`src/rtl/dmem_dump_reader.sv`:
```
// Data-memory read-back engine: walks a word-aligned range while the CPU
// is held in reset and streams each word out over a valid/ready port.
module dmem_dump_reader #(
    parameter int ADDR_W = 32,
    parameter int CNT_W  = 16
) (
    input  logic              clk,
    input  logic              reset,
    input  logic              start,
    input  logic [ADDR_W-1:0] base_addr,
    input  logic [CNT_W-1:0]  word_count,
    input  logic              abort,
    output logic              mem_re,
    output logic [ADDR_W-1:0] mem_addr,
    input  logic [31:0]       mem_rdata,
    output logic              dout_valid,
    input  logic              dout_ready,
    output logic [31:0]       dout_data,
    output logic [ADDR_W-1:0] dout_addr,
    output logic              busy,
    output logic              done,
    output logic              err
);

    typedef enum logic [1:0] {
        IDLE,
        FETCH,
        HOLD,
        FINISH
    } state_t;

    state_t            state;
    state_t            state_nxt;
    logic [ADDR_W-1:0] addr;
    logic [ADDR_W-1:0] addr_nxt;
    logic [CNT_W-1:0]  remaining;
    logic [CNT_W-1:0]  remaining_nxt;
    logic              err_flag;
    logic              err_flag_nxt;
    logic              capture;
    logic [31:0]       data_q;
    logic [ADDR_W-1:0] daddr_q;

    always_ff @(posedge clk) begin
        if (!reset) begin
            state     <= IDLE;
            addr      <= '0;
            remaining <= '0;
            err_flag  <= 1'b0;
            data_q    <= '0;
            daddr_q   <= '0;
        end else begin
            state     <= state_nxt;
            addr      <= addr_nxt;
            remaining <= remaining_nxt;
            err_flag  <= err_flag_nxt;
            if (capture) begin
                data_q  <= mem_rdata;
                daddr_q <= addr;
            end
        end
    end

    always_comb begin
        state_nxt     = state;
        addr_nxt      = addr;
        remaining_nxt = remaining;
        err_flag_nxt  = err_flag;
        capture       = 1'b0;
        case (state)
            IDLE: begin
                if (start) begin
                    if (base_addr[1:0] != 2'b00) begin
                        err_flag_nxt = 1'b1;
                        state_nxt    = FINISH;
                    end else if (word_count == '0) begin
                        err_flag_nxt = 1'b0;
                        state_nxt    = FINISH;
                    end else begin
                        err_flag_nxt  = 1'b0;
                        addr_nxt      = base_addr;
                        remaining_nxt = word_count;
                        state_nxt     = FETCH;
                    end
                end
            end
            FETCH: begin
                if (abort) begin
                    state_nxt = IDLE;
                end else begin
                    capture   = 1'b1;
                    state_nxt = HOLD;
                end
            end
            HOLD: begin
                if (abort) begin
                    state_nxt = IDLE;
                end else if (dout_ready) begin
                    if (remaining == CNT_W'(1)) begin
                        state_nxt = FINISH;
                    end else begin
                        // addr only moves on the way into FETCH
                        remaining_nxt = remaining - CNT_W'(1);
                        addr_nxt      = addr + ADDR_W'(4);
                        state_nxt     = FETCH;
                    end
                end
            end
            FINISH: begin
                err_flag_nxt = 1'b0;
                state_nxt    = IDLE;
            end
            default: state_nxt = IDLE;
        endcase
    end

    assign mem_re     = (state == FETCH);
    assign mem_addr   = addr;
    assign dout_valid = (state == HOLD);
    assign dout_data  = data_q;
    assign dout_addr  = daddr_q;
    assign busy       = (state != IDLE);
    assign done       = (state == FINISH);
    assign err        = (state == FINISH) && err_flag;

endmodule

```
`config.mk`:
```
export PLATFORM = sky130hd
export DESIGN_NAME = dmem_dump_reader
export DESIGN_NICKNAME = d
export VERILOG_FILES = /design/src/rtl/dmem_dump_reader.sv
export SDC_FILE = /design/constraint.sdc
export NUM_CORES = 1
export LEC_CHECK = 0
export CORE_MARGIN = 2
export CORE_UTILIZATION = 42
export DETAILED_ROUTE_END_ITERATION = 12
export GPL_ROUTABILITY_DRIVEN = 0
export PLACE_DENSITY = 0.77
export SLEW_MARGIN = 20
export SYNTH_ARGS = -nofsm -noshare
export SYNTH_HDL_FRONTEND = slang
export SYNTH_SLANG_ARGS = --single-unit
```
`constraint.sdc`:
```
create_clock -name clk -period 2 [get_ports clk]
set_clock_uncertainty 0.15 [all_clocks]
set_input_delay 0.3 -clock clk [delete_from_list [all_inputs] [get_ports clk]]
set_output_delay 0.3 -clock clk [all_outputs]
set_load 0.03 [all_outputs]
```
======== Yosys cells after proc, flatten, opt, wreduce, memory -nomap -nowiden ========
Index checks and enable logic that the tools add are counted.
storage, ports and cells
  register bits after elaboration ......... 115
  input bits .............................. 85
  output and inout bits ................... 101
  word-level logic and storage cells ...... 56
operators by class
  add/sub/neg operators ................... 2
  equality and inequality tests ........... 11
  muxes and demuxes ....................... 27
  reduce and logical (&&, ||, !) cells .... 10
operator list
  cell                   number
  $mux 32                6
  $mux 16                6
  $pmux 32 s2            1
  $add 32x3->32 const B  1
  $pmux 16 s2            1
  $eq 16x1->1 const B    1
  $logic_not 16->1       1
  $sub 16x1->16 const B  1
  $mux 2                 7
  $ne 2x2->1 const B     5
  $pmux 2 s4             1
  $reduce_bool 2->1      4
  $reduce_and 7->1       1
  $eq 2x2->1 const B     2
  $mux 1                 4
  $reduce_and 2->1       2
  $ne 3x2->1 const B     1
  $eq 2x1->1 const B     1
  $logic_not 2->1        1
  $ne 2x1->1 const B     1
  $pmux 1 s2             1
  $logic_and 1x1->1      1

======== Logic depth before layout (Yosys ltp) ========
Gate-level depths: netlist of the first run.
  depth after elaboration ................. 5
  depth in mapped cells ................... 9
  mapped depth without buffers ............ 7

======== Worst setup path before layout of the first run ========
Ideal clock, no wire load.
  path type ............................... register to register
  from .................................... reg addr[2] (netlist: mem_addr[2])
  to ...................................... reg addr[28] (netlist: mem_addr[28])
  setup time .............................. 0.116 ns
  arrival time ............................ 2.018 ns
  required time ........................... 1.734 ns
  path slack .............................. -0.284 ns
  cell stages (with the launch flop) ...... 7
  path buffers ............................ 0
  period minus slack after synthesis ...... 2.284 ns
  cells stage by stage .................... dfxtp_1 ha_1 nand4_1 nor4_4 a31oi_1 o311a_1 a31o_2
on the way
  longest elaborated chain between the ends .. 5
RTL lines
  element                   line  RTL
  start: declaration        34    logic [ADDR_W-1:0] addr;
  start signal: assignment  54    addr <= addr_nxt;
  $add 32x3->32             104   addr_nxt = addr + ADDR_W'(4);
  $mux 32                   99    if (remaining == CNT_W'(1)) begin
  $mux 32                   98    end else if (dout_ready) begin
  $mux 32                   96    if (abort) begin
  $pmux 32 s2               70    case (state)
Every way passes these cells. The select of a mux whose other input is x is not followed.
A chain may end at the register's enable or synchronous reset.

======== Final worst setup path of the first run ========
  from .................................... reg remaining[1]
  to ...................................... reg addr[7] (netlist: mem_addr[7])
on the way
  longest elaborated chain between the ends .. 3
RTL lines
  element                     line  RTL
  start: declaration          36    logic [CNT_W-1:0] remaining;
  start signal: assignment    55    remaining <= remaining_nxt;
  $eq 16x1->1                 99
  $ne 2x2->1 (no line)        -
  $reduce_and 7->1 (no line)  -
Every way passes these cells.

==> results.toml, run 1 <==
[outcome]
outcome = "finished, final reports clean"

[synth]
synth_top_cell_by_area = "dfxtp_1"
async_flop_share_pct = 0
synth.distinct_cells = 59
dominantRegCellSynth = "dfxtp_1"
synth_seq_area_share_pct = 40.8
synth.top_cells.by_count = "nand2_1 (180), dfxtp_1 (115), a21oi_1 (98)"
synth.most_common_cell = "nand2_1"
yosysWarnings = 0
synth_edf_count = 0
syn_area_sq_um = 5650
synthesis.nets = 813
synth_area_leaders = "dfxtp_1 (41%), nand2_1 (12%), a21oi_1 (8.7%)"
yosys.area.top_type_share_pct = 40.8
synthCells = 725
syn_avg_cell_area_sq_um = 7.79
synth_seq_cells = 115

[clock_tree]
holdBufCountCts = 0
clkTransAtPathRegs_ns = 0.05
cts_max_level = 4
cts_buffers = 17
clock_sinks = 115
clockBufferDepth = 2
insertion_delay_ns = 0.41
cts_root_buffer = "clkbuf_16"
cts_tree = "done"

[floorplan]
initial_core_util_pct = 42.8
row_count = 42
ios = 186
core-area_sq_um = 13200
die-width_microns = 120
die_h_microns = 120
die-area_sq_um = 14400

[setup_path]
cp_num_buf_inv = 3
cp_common_cell = "buf_4"
r2r_start = "remaining[1]"
critPathLaunch = "remaining[1]"
startpoint_type = "register"
worstRegToRegCells = 8
rrSetupSlack_ns = 0.009
worstSetupEndpointType = "register"
endpoint = "mem_addr[7]"
cp.required_ns = 2.15
cp_cell_sequence = "inv_1, ha_1, and3_1, buf_4, a41oi_4, buf_4, o211ai_1, a31o_2"
crit_cells = 8
worstPathMaxFanout = 10
setup.worst_path.class = "register to register"
cpPeakStageDelay_ns = 0.35
critPathTopFamily = "compound AO/OA/AOI/OAI gates"
worstPathArrival_ns = 2.14
crit_path_top_delay_cell = "dfxtp_1"
r2r_end = "mem_addr[7]"

[drt]
vias = 6505
wl_per_cell_microns = 16.7
drt_wl_total_mm = 19.3
vias_per_cell = 5.64
drtIter0Drc = 453
ant_nets = 0
route.detailed.drc = 0
drt_first_pass_iters = 5

[power]
power_uw = 6620
leakage_uw = 0.00366
peakVddDrop_v = 0.000467
p_per_area_nw_per_um2 = 725

[sta]
worst_pin_slew_ns = 0.436
min_period_over_period_pct = 99.6
rsz0062_at_grt = "yes"
setup_violations = 0
drv_slew = 0
finalHoldViolCount = 0
slew_headroom_pct = 70.9
fmax_mhz = 502
period_needed_ns = 1.99

[cells_and_area]
synthToLayoutAreaGrowth_pct = 61.6
final_cells = 1154
drive_gt1_share_pct = 20.4
fill_cells = 1040
antenna_cells = 0
final_nets = 1057

[grt]
gr-total-overflow = 0
grt_max_degree = 72
antenna_found_initial = 0
track_usage_pct = 25.5
grt_pass1_wl_mm = 29.9
grt_pass1_vias = 5986

[placed_design]
port-buffer-count = 185
hpwlAfterDp_mm = 12.9
place_inst = 1114

[min_path]
worstHoldPathCells = 5
worst_hold_path_type = "primary input to register"

[flow_run]
maxCapViolCount = 0
worst reg2reg max path, delay by kind of cell (launching register included):
family | cells | cell delay [ns]
fa+ha+maj | 1 | 0.17
simple gates | 1 | 0.16
flops | 1 | 0.35
compound gates | 3 | 0.57
buf+inv | 3 | 0.47
what timing repair did:
action / 4_1_cts / 5_1_grt
buffers inserted: 0 / 10
resized for setup: 33 / 45
setup endpoints to repair: 37 / 59
gates cloned: 0 / 2
pin swaps: 0 / 12
per-stage QoR:
step                      hold WS [ns]  TNS [ns]  instance area [sq um]  util, %  setup slack [ns]
final                            0.237         0                   9130     69.2           0.00894
after global routing             0.243    -0.641                   9130     69.2           -0.0873
after CTS                        0.277  -0.00525                   8800     66.7          -0.00525
after detailed placement         0.296    -16.89                   8310     63.0            -0.416
after global placement           0.291    -16.87                   8310     63.0            -0.410
after floorplan                  0.286         0                   5690        -           0.00179
report_power, final:
group / switching [uW] / internal (uW)
registers: 79.2 / 2390
clock network: 1000 / 1600
logic: 849 / 705
registers in the layout, summed over array words and instances (netlist names):
| signal | count |
|---|---|
| state | 2 |
| err_flag | 1 |
| dout_data | 32 |
| remaining | 16 |
| mem_addr | 32 |
| dout_addr | 32 |
placed cells by master (no fill, tap or decap), drive strengths merged, types with 4 or more instances in the layout:
| cell | netlist | final |
|---|---|---|
| and2 | 16 | 16 |
| dlymetal6s2s | 0 | 14 |
| o31a | 6 | 6 |
| dfxtp | 115 | 115 |
| nand2b | 4 | 4 |
| buf | 19 | 98 |
| o221a | 6 | 6 |
| nor3 | 14 | 14 |
| a31o | 8 | 8 |
| nand2 | 180 | 180 |
| a31oi | 17 | 17 |
| dlygate4sd2 | 0 | 18 |
| clkinv | 2 | 8 |
| a32o | 5 | 5 |
| nand3 | 24 | 24 |
| clkbuf | 40 | 24 |
| nand4 | 12 | 12 |
| a211o | 7 | 7 |
| o32ai | 9 | 9 |
| o31ai | 26 | 26 |
| a22o | 7 | 7 |
| o21ai | 11 | 11 |
| clkdlybuf4s50 | 0 | 148 |
| nor2 | 36 | 36 |
| a21oi | 98 | 98 |
| inv | 7 | 7 |
| a211oi | 10 | 10 |
| and3 | 7 | 7 |
| nor4 | 11 | 11 |
logic make-up after synthesis:
logic type                 count (synthesis)  synth area share (%)
and+or+nand+nor                          315                  26.2
AOI/OAI and AO/OA                        224                  27.2
buffers and inverters                     68                  5.14
adders and majority gates                  3                 0.665
DFF                                      115                  40.8
metal layers:
metal	global-route usage [%]	up-vias	share of wire, %
li1	-	3104	-
met1	34.1	3010	43
met2	40.3	347	46
met3	6.04	44	9.0
met4	9.04	0	2.0
met5	0	-	0
worst min-delay path by stage:
stage	from	slack, ns	end
global route	word_count[2]	0.24	remaining[2]
finish	word_count[2]	0.24	remaining[2]
global placement	dout_data[23]	0.29	dout_data[23]
detailed placement	dout_data[2]	0.30	dout_data[2]
CTS	mem_rdata[8]	0.28	dout_data[8]
floorplan	mem_rdata[0]	0.29	dout_data[0]
final cells by class:
type / count / area, sq um / area share [%]
multi-input cells: 542 / 3230 / 35.4
repair buffers: 284 / 2810 / 30.8
flip-flops and latches: 115 / 2330 / 25.5
clock buffers: 21 / 460 / 5.05
well taps: 176 / 220 / 2.41
clock inverters: 7 / 37.5 / 0.411
inverters: 9 / 35.0 / 0.384
Note: power is estimated with default switching activity, not from simulation.
==> run 2: changes to the inputs <==
SLEW_MARGIN = default   (was 20)
==> results of run 2 <==
No change in the layout: final DEF, timing and power equal those of run 1.
